**src/rtl/spi_reg_ctrl.sv**
```systemverilog
// Frame/command controller between a byte-level SPI slave and a small register file.
// Decodes the command byte of each CS frame, then issues write/read strobes with auto-increment.
module spi_reg_ctrl #(
  parameter int unsigned ADDR_BITS   = 4,
  parameter logic [7:0]  STATUS_BYTE = 8'hA5
) (
  input  logic                 Clock,
  input  logic                 Reset,
  input  logic                 CS_i,
  input  logic                 RxDone_i,
  input  logic [7:0]           RxData_i,
  output logic [7:0]           TxData_o,
  output logic                 TxLoad_o,
  output logic [ADDR_BITS-1:0] RegAddr_o,
  output logic [7:0]           RegWrData_o,
  output logic                 RegWrEn_o,
  output logic                 RegRdEn_o,
  input  logic [7:0]           RegRdData_i,
  output logic                 FrameDone_o,
  output logic [7:0]           ByteCount_o
);

  typedef enum logic [2:0] {StIdle, StCmd, StWr, StRdWait, StRd} state_e;

  state_e               state_q, state_d;
  logic [ADDR_BITS-1:0] addr_q, addr_d;
  logic                 rw_q, rw_d;
  logic [7:0]           tx_data_q, tx_data_d;
  logic                 tx_load_q, tx_load_d;
  logic [ADDR_BITS-1:0] reg_addr_q, reg_addr_d;
  logic [7:0]           wr_data_q, wr_data_d;
  logic                 wr_en_q, wr_en_d;
  logic                 rd_en_q, rd_en_d;
  logic                 frame_done_q, frame_done_d;
  logic [7:0]           byte_cnt_q, byte_cnt_d;
  logic [7:0]           cnt_inc;

  // Bits between the R/W flag and the address field carry no meaning.
  logic unused_rx;
  assign unused_rx = ^RxData_i;

  always_comb begin
    state_d      = state_q;
    addr_d       = addr_q;
    rw_d         = rw_q;
    tx_data_d    = tx_data_q;
    tx_load_d    = 1'b0;
    reg_addr_d   = reg_addr_q;
    wr_data_d    = wr_data_q;
    wr_en_d      = 1'b0;
    rd_en_d      = 1'b0;
    frame_done_d = 1'b0;
    byte_cnt_d   = byte_cnt_q;
    cnt_inc      = (byte_cnt_q == 8'hFF) ? byte_cnt_q : byte_cnt_q + 8'd1;

    // CS rising ends the frame from any active state; a coincident byte is dropped.
    if (state_q != StIdle && CS_i) begin
      state_d      = StIdle;
      frame_done_d = (byte_cnt_q != 8'd0);
    end else begin
      unique case (state_q)
        StIdle: begin
          if (!CS_i) begin
            state_d    = StCmd;
            tx_data_d  = STATUS_BYTE;
            tx_load_d  = 1'b1;
            byte_cnt_d = 8'd0;
          end
        end
        StCmd: begin
          if (RxDone_i) begin
            addr_d     = RxData_i[ADDR_BITS-1:0];
            rw_d       = RxData_i[7];
            byte_cnt_d = cnt_inc;
            if (RxData_i[7]) begin
              reg_addr_d = RxData_i[ADDR_BITS-1:0];
              rd_en_d    = 1'b1;
              state_d    = StRdWait;
            end else begin
              state_d = StWr;
            end
          end
        end
        StWr: begin
          if (RxDone_i) begin
            reg_addr_d = addr_q;
            wr_data_d  = RxData_i;
            wr_en_d    = 1'b1;
            addr_d     = addr_q + ADDR_BITS'(1);
            byte_cnt_d = cnt_inc;
          end
        end
        StRdWait: begin
          tx_data_d = RegRdData_i;
          tx_load_d = 1'b1;
          addr_d    = addr_q + ADDR_BITS'(1);
          state_d   = StRd;
        end
        StRd: begin
          if (RxDone_i) begin
            reg_addr_d = addr_q;
            rd_en_d    = 1'b1;
            byte_cnt_d = cnt_inc;
            state_d    = StRdWait;
          end
        end
        default: state_d = StIdle;
      endcase
    end
  end

  always_ff @(posedge Clock) begin
    if (!Reset) begin
      state_q      <= StIdle;
      addr_q       <= '0;
      rw_q         <= 1'b0;
      tx_data_q    <= 8'd0;
      tx_load_q    <= 1'b0;
      reg_addr_q   <= '0;
      wr_data_q    <= 8'd0;
      wr_en_q      <= 1'b0;
      rd_en_q      <= 1'b0;
      frame_done_q <= 1'b0;
      byte_cnt_q   <= 8'd0;
    end else begin
      state_q      <= state_d;
      addr_q       <= addr_d;
      rw_q         <= rw_d;
      tx_data_q    <= tx_data_d;
      tx_load_q    <= tx_load_d;
      reg_addr_q   <= reg_addr_d;
      wr_data_q    <= wr_data_d;
      wr_en_q      <= wr_en_d;
      rd_en_q      <= rd_en_d;
      frame_done_q <= frame_done_d;
      byte_cnt_q   <= byte_cnt_d;
    end
  end

  assign TxData_o    = tx_data_q;
  assign TxLoad_o    = tx_load_q;
  assign RegAddr_o   = reg_addr_q;
  assign RegWrData_o = wr_data_q;
  assign RegWrEn_o   = wr_en_q;
  assign RegRdEn_o   = rd_en_q;
  assign FrameDone_o = frame_done_q;
  assign ByteCount_o = byte_cnt_q;

endmodule

```
**config.mk**
```make
export PLATFORM = sky130hd
export DESIGN_NAME = spi_reg_ctrl
export DESIGN_NICKNAME = d
export VERILOG_FILES = /design/src/rtl/spi_reg_ctrl.sv
export SDC_FILE = /design/constraint.sdc
export NUM_CORES = 1
export LEC_CHECK = 0
export ABC_AREA = 1
export CAP_MARGIN = 20
export CORE_MARGIN = 3
export CORE_UTILIZATION = 51
export CTS_CLUSTER_SIZE = 30
export DETAILED_ROUTE_END_ITERATION = 8
export PLACE_DENSITY = 0.93
export REMOVE_ABC_BUFFERS = 1
export SLEW_MARGIN = 0
export SYNTH_ARGS = -nofsm -noshare
export SYNTH_HDL_FRONTEND = slang
export SYNTH_SLANG_ARGS = --single-unit
```
**constraint.sdc**
```tcl
create_clock -name Clock -period 4.05 [get_ports Clock]
set_input_delay 0.6075 -clock Clock [delete_from_list [all_inputs] [get_ports Clock]]
set_output_delay 0.6075 -clock Clock [all_outputs]
set_load 0.005 [all_outputs]
```
=== Word level (Yosys, flattened, before mapping) ===
Index checks and enable logic that the tools add are counted.

* Add/sub/neg operators: 2
* Equality and inequality tests: 13
* Reductions and logical operators: 19
* Muxes and demuxes: 24
* Bitwise operators: 3

{| class="wikitable"
|+ Operators by type and width
! kind !! number
|-
| 2-to-1 mux 8 bit || 4
|-
| one-hot mux 8 bit (2 select lines) || 2
|-
| 2-to-1 mux 4 bit || 5
|-
| one-hot mux 3 bit (5 select lines) || 1
|-
| inequality test 2 bit (second input constant) || 6
|-
| one-hot mux 4 bit (3 select lines) || 1
|-
| AND reduction 5 bit || 2
|-
| 2-to-1 mux 3 bit || 3
|-
| adder 8 x 1 -> 8 bit (second input constant) || 1
|-
| == test 8 bit (second input constant) || 1
|-
| one-hot mux 4 bit (2 select lines) || 1
|-
| AND reduction 4 bit || 2
|-
| nonzero test 8 bit || 1
|-
| == test 3 x 2 -> 1 bit (second input constant) || 2
|-
| AND reduction 3 bit || 2
|-
| nonzero test 2 bit || 3
|-
| nonzero test 3 bit || 2
|-
| OR reduction 3 bit || 2
|-
| 2-to-1 mux 1 bit || 5
|-
| adder 4 x 1 -> 4 bit (second input constant) || 1
|-
| inequality test 2 x 1 -> 1 bit (second input constant) || 2
|-
| one-hot mux 1 bit (2 select lines) || 2
|-
| OR reduction 2 bit || 2
|-
| == test 3 x 1 -> 1 bit (second input constant) || 1
|-
| 5 further kinds || 7
|}

* Input port bits: 20
* Output and inout port bits: 32
* Word-level logic and storage cells: 71
* Flip-flop bits (word level): 39

=== Longest topological paths before layout ===
Gate-level depths: netlist of run 1.

* Word-level depth: 4
* Mapped depth: 10
* Depth with buffers taken out: 10

=== Worst setup path after synthesis of run 1 ===
Ideal clock, no wire load.

* Path type: input to register
* From: in RxDone_i
* To: reg addr_q[0]
* Path buffers: 0
* Data required time: 3.934 ns
* Path slack: 2.654 ns
* Library setup time: 0.116 ns
* Arrival time: 1.280 ns
* Stages on the path: 6
* Cells stage by stage: inv_1 -> nand4_1 -> nand3_1 -> clkinv_1 -> o21ai_0 -> nor2_1

* Longest elaborated chain between the ends: 2
* Elaborated cells between the ends (all ways): 3
* Those cells by class: 2 x eq/ne; 1 x reduce/logical

{| class="wikitable"
|+ RTL lines
! element !! RTL line !! text
|-
| start, declared || 10 || <nowiki>input logic RxDone_i,</nowiki>
|-
| inequality test 2 bit (no line) || - ||
|-
| AND reduction 4 bit (no line) * || - ||
|-
| end signal, assigned || 127 || <nowiki>addr_q <= addr_d;</nowiki>
|-
| end, declared || 26 || <nowiki>logic [ADDR_BITS-1:0] addr_q, addr_d;</nowiki>
|}

Every way passes the cells marked *; elsewhere a longest branch is shown, timed or not.
A chain may end at the register's enable or synchronous reset.

=== Worst setup path after layout of run 1 ===
* From: reg byte_cnt_q[4] (netlist: ByteCount_o[4])
* To: out ByteCount_o[4]

{| class="wikitable"
|+ RTL lines
! element !! RTL line !! text
|-
| start, declared || 35 || <nowiki>logic [7:0] byte_cnt_q, byte_cnt_d;</nowiki>
|-
| start signal, assigned || 136 || <nowiki>byte_cnt_q <= byte_cnt_d;</nowiki>
|-
| end, declared || 20 || <nowiki>output logic [7:0] ByteCount_o</nowiki>
|}

No word-level cell between the ends.

==> results of run 1 <==
==> sequential cells by signal, indices dropped and copies added (netlist names), 3 cells and up <==
name / cells
ByteCount_o: 8
RegAddr_o: 4
RegWrData_o: 8
TxData_o: 8
addr_q: 4
state_q: 3
==> worst min path at each step <==
stage | end | slack [ns]
after floorplan | TxData_o[0]$_SDFFE_PN0P_ | 0.47
after global placement | TxData_o[5]$_SDFFE_PN0P_ | 0.46
after detailed placement | TxData_o[2]$_SDFFE_PN0P_ | 0.46
after CTS | TxData_o[2]$_SDFFE_PN0P_ | 0.48
after global routing | RegWrData_o[5]$_SDFFE_PN0P_ | 0.51
final | TxData_o[2]$_SDFFE_PN0P_ | 0.47
==> cell usage after synthesis (all sizes together) <==
master,number
a211oi,1
a21oi,16
buf,2
clkbuf,3
clkinv,1
dfxtp,39
ha,3
inv,31
maj3,1
nand2,71
nand3,26
nand4,6
nor2,55
nor3,1
nor4,1
o211ai,2
o21ai,21
o21bai,1
or2,1
xor2,2
==> metal layers <==
layer | routed length [um] | up-vias
met5 | 0 | -
met1 | 2050 | 896
li1 | - | 1023
met4 | 33 | 0
met3 | 312 | 6
met2 | 2190 | 68
==> final cells by class <==
| cell class | count | area (um^2) | area share [%] |
|---|---|---|---|
| Clock buffer | 6 | 82.6 | 3.22 |
| Clock inverter | 1 | 5.00 | 0.195 |
| Inverter | 32 | 120 | 4.69 |
| Multi-Input combinational cell | 208 | 997 | 38.9 |
| Sequential cell | 39 | 781 | 30.5 |
| Tap cell | 46 | 57.6 | 2.25 |
| Timing Repair Buffer | 52 | 518 | 20.2 |
==> report_power, final <==
part           switching, mW  leakage [nW]  internal (mW)
Clock                  0.126        0.0470          0.134
Combinational          0.251         0.727          0.196
Sequential            0.0501         0.318          0.443
Total                  0.427          1.09          0.772
==> per-stage QoR <==
| step | hold WS [ns] | power, mW | utilization [%] | worst slack (ns) |
|---|---|---|---|---|
| 6_report | 0.473 | 1.20 | 73.3 | 2.13 |
| 3_5_place_dp | 0.464 | 0.946 | 70.8 | 1.99 |
| 2_1_floorplan | 0.465 | 0.768 | - | 2.64 |
| 3_3_place_gp | 0.456 | 0.929 | 70.8 | 2.01 |
| 4_1_cts | 0.481 | 1.21 | 73.3 | 2.12 |
| 5_1_grt | 0.506 | 1.29 | 73.3 | 2.08 |
==> cell families after synthesis <==
kind of cell	after synthesis	synth area share, %
AND/OR/NAND/NOR	161	36.8
flip-flops	39	40.5
XOR/XNOR	2	0.910
adder cells (fa/ha/maj)	4	2.53
buffers and inverters	37	7.67
AO/OA/AOI/OAI	41	11.6
==> impl_metrics.py, run 1 <==
metrics = {
    "run_status": {
        "status": "completed",
    },
    "placement": {
        "port_buffers": 51,
        "dpl_cell_area_um2": 2470,
        "post-place-cells": 377,
        "dpl.hpwl_mm": 3.41,
        "gp_congestion": 0.914,
    },
    "hold_path": {
        "hold_class": "reg -> reg",
        "worstHoldStart": "TxData_o[2]$_SDFFE_PN0P_",
        "hold_path_depth": 2,
    },
    "floorplanning": {
        "die_area_um2": 4550,
        "die_h_um": 67.4,
        "start_util_pct": 55.1,
        "coreArea_um2": 3490,
        "ios": 52,
        "dieWidth_um": 67.4,
        "rows": 21,
    },
    "clock_tree": {
        "clk_latency_ns": 0.28,
        "cts.sinks": 39,
        "cts-resized-gates": 0,
        "cts_tree": "built",
        "hold_buffers": 0,
        "htree_levels": 2,
        "post_cts_buffers": 0,
        "cts.root.buffer_cell": "clkbuf_8",
        "cts_made_buffers": 5,
        "clkSlewWorstSetupHoldPaths_ns": 0.07,
        "cts_buffer_depth": 2,
    },
    "final_layout": {
        "design_area_um2": 2560,
        "layout_commonest_cell": "nand2_1",
        "nFillCells": 277,
        "syn_to_final_growth_pct": 33.0,
        "instances_no_fill": 384,
        "layout_common_cells": "nand2_1 (67), nor2_1 (54), clkdlybuf4s50_1 (51)",
        "drive_gt1_share_pct": 8.58,
        "final_nets": 361,
        "diodes": 0,
    },
    "grt": {
        "busiest_layer": "met2",
        "grt_pass1_vias": 1874,
        "grt_antenna_before_repair": 0,
        "grt_use_met1_pct": 26.5,
        "gr-usage-met3_pct": 5.32,
        "grt_pass1_wl_mm": 7.73,
        "overflow": 0,
        "grtUsageTotal_pct": 21.8,
        "use_met2_pct": 37.5,
        "grt_max_degree": 26,
    },
    "setup_path": {
        "start_kind": "flip-flop",
        "crit_path_end": "ByteCount_o[4]",
        "worstReg2RegStart": "state_q[1]$_SDFFE_PP0P_",
        "cp_data_required_time_ns": 3.44,
        "cpPeakStageDelay_ns": 0.56,
        "r2r_cells": 5,
        "crit_path_max_fanout": 8,
        "rr_endpoint": "ByteCount_o[4]$_SDFFE_PN0P_",
        "crit_slowest_cell": "clkdlybuf4s50_1",
        "worst-path-buf-inv": 1,
        "endpoint_kind": "output port",
        "reg2reg_slack_ns": 2.40,
        "startpoint": "ByteCount_o[4]$_SDFFE_PN0P_",
        "crit_path_cell_trace": "clkdlybuf4s50_1",
        "crit_family": "buffers and inverters",
        "cp_num_cells": 1,
        "crit_type": "reg -> out",
        "crit_arrival_ns": 1.31,
    },
    "drt": {
        "first_iter_violations": 90,
        "antenna_left": 0,
        "via_count": 1993,
        "drtPass1Iterations": 4,
        "finalWirelength_mm": 4.59,
        "avgViaCountPerCell": 5.19,
        "wl_per_cell_um": 12.0,
        "drt_drc_violations_left": 0,
    },
    "sta": {
        "max_freq_mhz": 521,
        "setup_viol": 0,
        "hold_viol_final": 0,
        "worst_pin_slew_ns": 0.524,
        "max_slew_margin_pct": 65.0,
        "finalCritPeriodShare_pct": 47.4,
        "fin_tns_setup_ns": 0,
        "clock_skew_ns": 0.00304,
        "post-route-min-period_ns": 1.92,
        "drv_slew": 0,
        "rsz0062_at_grt": "no",
    },
    "synth": {
        "syn_area_um2": 1930,
        "netlist.area_leader.share_pct": 40.5,
        "synth_seq_area_share_pct": 40.5,
        "postSynthAreaPerCell_um2": 6.78,
        "synth_top_area_cell": "dfxtp_1",
        "synth_top_cells_by_area": "dfxtp_1 (41%), nand2_1 (13%), nor2_1 (11%), o21ai_0 (5.5%), nand3_1 (5.2%)",
        "ys_warn_count": 0,
        "synth-seq-cells": 39,
        "synth_cells": 284,
        "ys_types": 27,
    },
    "pwr": {
        "irDropWorstVdd_v": 0.000279,
        "p_leak_nw": 1.09,
        "power.density_nw_per_um2": 468,
    },
    "job": {
        "drv_cap": 0,
    },
}
Note: power is estimated with default switching activity, not from simulation.
==> run 2: changes to the inputs <==
- CORE_UTILIZATION: 51 -> 43
- PLACE_DENSITY: 0.93 -> 0.84
- clock period: 4.05 -> 1.64 ns (I/O delays scaled with it)
==> impl_metrics.py, run 2 (synthesis gave the netlist of run 1 again) <==
metrics = {
    "sta": {
        "finalWorstSetupSlack_ns": 0.125,
        "worst_pin_slew_ns": 0.402,
        "drv_slew": 0,
        "hold_viol_final": 0,
        "max_freq_mhz": 660,
        "clock_skew_ns": 0.0120,
        "setup_viol": 0,
        "rsz0062_at_grt": "no",
        "finalCritPeriodShare_pct": 92.4,
        "post-route-min-period_ns": 1.51,
        "max_slew_margin_pct": 73.2,
    },
    "final_layout": {
        "layout_commonest_cell": "nand2_1",
        "diodes": 0,
        "final_nets": 374,
        "layout_common_cells": "nand2_1 (66), nor2_1 (53), clkdlybuf4s50_1 (51)",
        "drive_gt1_share_pct": 13.6,
        "syn_to_final_growth_pct": 39.9,
    },
    "clock_tree": {
        "post_cts_buffers": 0,
        "cts_tree": "built",
        "clk_latency_ns": 0.30,
        "cts_made_buffers": 5,
        "cts.root.buffer_cell": "clkbuf_8",
        "cts_buffer_depth": 2,
        "htree_levels": 2,
        "clkSlewWorstSetupHoldPaths_ns": 0.07,
        "cts.sinks": 39,
    },
    "grt": {
        "grt_pass1_wl_mm": 8.16,
        "overflow": 0,
        "grt_max_degree": 14,
        "grt_antenna_before_repair": 0,
        "grtUsageTotal_pct": 19.5,
        "grt_pass1_vias": 1864,
    },
    "pwr": {
        "p_clk_share_pct": 23.0,
        "combPwrFrac_pct": 38.4,
        "intPower_mw": 2.03,
        "p_total_mw": 3.14,
        "power.density_nw_per_um2": 1170,
        "p_leak_nw": 1.17,
        "p_sw_mw": 1.11,
        "sw_frac_of_total_pct": 35.3,
        "irDropWorstVdd_v": 0.000554,
        "power_frac_seq_pct": 38.6,
    },
    "floorplanning": {
        "coreArea_um2": 4170,
        "ios": 52,
        "rows": 23,
        "die_area_um2": 5320,
        "dieWidth_um": 72.9,
        "die_h_um": 72.9,
        "start_util_pct": 46.1,
    },
    "drt": {
        "via_count": 2019,
        "drt_drc_violations_left": 0,
        "first_iter_violations": 96,
        "wl_per_cell_um": 12.1,
        "drtPass1Iterations": 4,
        "antenna_left": 0,
        "avgViaCountPerCell": 5.02,
        "finalWirelength_mm": 4.85,
    },
    "setup_path": {
        "crit_type": "reg -> out",
        "cp_data_required_time_ns": 1.39,
        "start_kind": "flip-flop",
        "crit_arrival_ns": 1.27,
        "endpoint_kind": "output port",
        "crit_path_max_fanout": 5,
    },
    "placement": {
        "port_buffers": 51,
        "gp_congestion": 0.850,
        "place_ws_ns": -0.0246,
        "dpl.hpwl_mm": 3.66,
    },
    "run_status": {
        "status": "completed",
    },
    "hold_path": {
        "hold_class": "reg -> reg",
    },
    "job": {
        "drv_cap": 0,
    },
}
## run 2: final timing paths
| check | startpoint | slack [ns] | cells past startpoint | to |
|---|---|---|---|---|
| worst min register to register | TxData_o[0]$_SDFFE_PN0P_ | 0.48 | 2 | TxData_o[0]$_SDFFE_PN0P_ |
| worst max register to register | state_q[2]$_SDFFE_PP0P_ | 0.16 | 7 | ByteCount_o[6]$_SDFFE_PN0P_ |
| worst min-delay path | TxData_o[0]$_SDFFE_PN0P_ | 0.48 | 2 | TxData_o[0]$_SDFFE_PN0P_ |
| worst max-delay path | ByteCount_o[3]$_SDFFE_PN0P_ | 0.13 | 2 | ByteCount_o[3] |
## run 2: metrics by stage
step	hold slack [ns]	instances	utilization, %	area [um^2]	TNS (ns)
after global routing	0.509	402	64.6	2690	0
after detailed placement	0.467	394	61.7	2580	-0.137
final	0.481	402	64.6	2690	0
after global placement	0.457	394	61.7	2580	-0.0210
after floorplan	0.366	279	-	1900	0
after CTS	0.486	402	64.2	2680	0
## run 2: cell type report
type | instances | area, um^2
well taps | 50 | 62.6
clock inverters | 1 | 7.51
clock buffers | 7 | 96.3
multi-input cells | 208 | 1010
repair buffers | 65 | 616
flip-flops and latches | 39 | 785
inverters | 32 | 120
fillers | 379 | 1480
## run 2: power groups by stage
stage	Combinational [mW]	Clock [mW]	Sequential, mW
final	1.21	0.722	1.21
after global routing	1.37	0.786	1.23
after CTS	1.19	0.746	1.21
after detailed placement	1.18	0	1.23
after global placement	1.16	0	1.22
after floorplan	0.670	0	1.23
## run 2: metal layers
metal / global-route usage (%) / wire [um]
met1: 24.7 / 2260
met2: 31.4 / 2210
met3: 5.10 / 291
met4: 8.40 / 90
met5: 0 / 0
## run 2: timing repair
| item | in CTS | in global routing |
|---|---|---|
| gates resized for setup | 0 | 6 |
| hold buffers | 0 | 0 |
| endpoints found under the setup margin | 0 | 12 |
## run 2: worst max-delay path, cell delays in order (launching register included)
cell and delay [ns]:
dfxtp_1 0.34, buf_4 0.14, clkdlybuf4s50_1 0.49
==> run 3: changes to the inputs <==
- CTS_CLUSTER_DIAMETER: unset -> 40
- GPL_ROUTABILITY_DRIVEN: unset -> 0
==> impl_metrics.py, run 3 (synthesis gave the netlist of run 1 again) <==
metrics = {
    "clock_tree": {
        "htree_levels": 2,
        "cts.root.buffer_cell": "clkbuf_8",
        "cts_made_buffers": 5,
        "cts_buffer_depth": 2,
        "clk_latency_ns": 0.29,
        "cts_tree": "built",
        "clkSlewWorstSetupHoldPaths_ns": 0.07,
        "hold_buffers": 0,
        "post_cts_buffers": 0,
        "cts.sinks": 39,
    },
    "drt": {
        "drtPass1Iterations": 4,
        "antenna_left": 0,
        "first_iter_violations": 92,
        "finalWirelength_mm": 4.71,
        "avgViaCountPerCell": 5.03,
        "via_count": 2013,
        "drt_drc_violations_left": 0,
        "wl_per_cell_um": 11.8,
    },
    "pwr": {
        "p_total_mw": 3.01,
        "p_sw_mw": 1.07,
        "p_leak_nw": 1.14,
        "combPwrFrac_pct": 39.1,
        "sw_frac_of_total_pct": 35.6,
        "power.density_nw_per_um2": 1140,
        "power_frac_seq_pct": 40.3,
        "irDropWorstVdd_v": 0.000584,
        "intPower_mw": 1.93,
        "p_clk_share_pct": 20.6,
    },
    "setup_path": {
        "crit_slowest_cell": "clkdlybuf4s50_1",
        "crit_path_cell_trace": "clkdlybuf4s50_1",
        "rr_endpoint": "ByteCount_o[3]$_SDFFE_PN0P_",
        "crit_family": "buffers and inverters",
        "reg2reg_slack_ns": 0.17,
        "crit_path_max_fanout": 8,
        "worstReg2RegStart": "ByteCount_o[0]$_SDFFE_PN0P_",
        "cp_num_cells": 1,
        "worst-path-buf-inv": 1,
        "start_kind": "flip-flop",
        "endpoint_kind": "output port",
        "r2r_cells": 9,
        "crit_arrival_ns": 1.33,
        "cp_data_required_time_ns": 1.39,
        "crit_type": "reg -> out",
        "cpPeakStageDelay_ns": 0.56,
    },
    "hold_path": {
        "hold_class": "reg -> reg",
        "hold_path_depth": 2,
        "worstHoldEndpoint": "TxData_o[7]$_SDFFE_PN0P_",
        "worstHoldStart": "TxData_o[7]$_SDFFE_PN0P_",
    },
    "final_layout": {
        "nFillCells": 361,
        "drive_gt1_share_pct": 12.3,
        "layout_commonest_cell": "nand2_1",
        "layout_common_cells": "nand2_1 (66), nor2_1 (54), clkdlybuf4s50_1 (51)",
        "diodes": 0,
        "syn_to_final_growth_pct": 37.6,
        "design_area_um2": 2650,
        "instances_no_fill": 400,
        "final_nets": 372,
    },
    "floorplanning": {
        "ios": 52,
        "start_util_pct": 46.1,
        "dieWidth_um": 72.9,
        "die_h_um": 72.9,
        "rows": 23,
        "die_area_um2": 5320,
        "coreArea_um2": 4170,
    },
    "sta": {
        "clock_skew_ns": 0.00267,
        "finalWorstSetupSlack_ns": 0.0667,
        "worst_pin_slew_ns": 0.420,
        "fin_tns_setup_ns": 0,
        "post-route-min-period_ns": 1.57,
        "rsz0062_at_grt": "no",
        "max_slew_margin_pct": 72.0,
        "finalCritPeriodShare_pct": 95.9,
        "max_freq_mhz": 636,
        "hold_viol_final": 0,
        "setup_viol": 0,
        "drv_slew": 0,
    },
    "grt": {
        "grt_pass1_vias": 1831,
        "grt_antenna_before_repair": 0,
        "grt_pass1_wl_mm": 7.93,
        "grtUsageTotal_pct": 18.8,
        "grt_max_degree": 14,
        "overflow": 0,
    },
    "placement": {
        "post-place-cells": 392,
        "place_ws_ns": -0.0218,
        "port_buffers": 51,
        "dpl.hpwl_mm": 3.61,
        "dpl_cell_area_um2": 2560,
    },
    "job": {
        "drv_cap": 0,
    },
    "run_status": {
        "status": "completed",
    },
}
run 3: cell types whose count changed in the layout (fill, tap and decap cells not counted), sizes merged:
cell and change:
clkinv +1, buf -2, clkinvlp -1
run 3: metal layers:
metal,part of all wire [%],up-vias,track usage [%]
met1,48,904,24.5
li1,-,1039,-
met5,0,-,0
met3,6.0,6,3.86
met4,1.7,0,7.99
met2,45,64,30.1
run 3: worst max path at each step:
| stage | from | endpoint |
|---|---|---|
| final | ByteCount_o[4]$_SDFFE_PN0P_ | ByteCount_o[4] |
| after global routing | ByteCount_o[4]$_SDFFE_PN0P_ | ByteCount_o[4] |
| after CTS | ByteCount_o[4]$_SDFFE_PN0P_ | ByteCount_o[4] |
| after detailed placement | RxDone_i | addr_q[1]$_SDFFE_PN0P_ |
| after global placement | CS_i | RegWrData_o[2]$_SDFFE_PN0P_ |
| after floorplan | ByteCount_o[0]$_SDFFE_PN0P_ | ByteCount_o[2]$_SDFFE_PN0P_ |
run 3: through the flow:
step                      utilization [%]  hold slack (ns)
after global placement               61.4            0.456
after detailed placement             61.4            0.466
after CTS                            63.3            0.485
final                                63.5            0.477
after global routing                 63.5            0.508
after floorplan                         -            0.366
run 3: final cells by class:
type / count / area [um^2] / share of cell area [%]
clock buffers: 7 / 76.3 / 2.88
clock inverters: 1 / 5.00 / 0.189
inverters: 32 / 120 / 4.53
multi-input cells: 208 / 1000 / 37.7
flip-flops and latches: 39 / 785 / 29.6
well taps: 50 / 62.6 / 2.36
repair buffers: 63 / 601 / 22.7
run 3: worst register-to-register path: stages, from the launching register on:
cell and delay (ns):
dfxtp_1 0.34, ha_1 0.18, nand2_1 0.09, nor2_1 0.15, nand2_1 0.07, nand2_1 0.07, nand2_2 0.14, buf_4 0.19
nand3_2 0.08, a21oi_2 0.05
run 3: timing repair:
| action | in CTS | in global routing |
|---|---|---|
| setup endpoints to repair | 0 | 11 |
| gates resized for setup | 0 | 4 |
| hold endpoints to repair | 0 | 0 |
run 3: power groups by stage:
stage	Sequential, mW	Combinational [mW]	Clock (mW)
floorplan	1.23	0.670	0
global placement	1.22	1.14	0
detailed placement	1.23	1.17	0
CTS	1.21	1.18	0.640
global route	1.23	1.33	0.666
finish	1.21	1.18	0.618
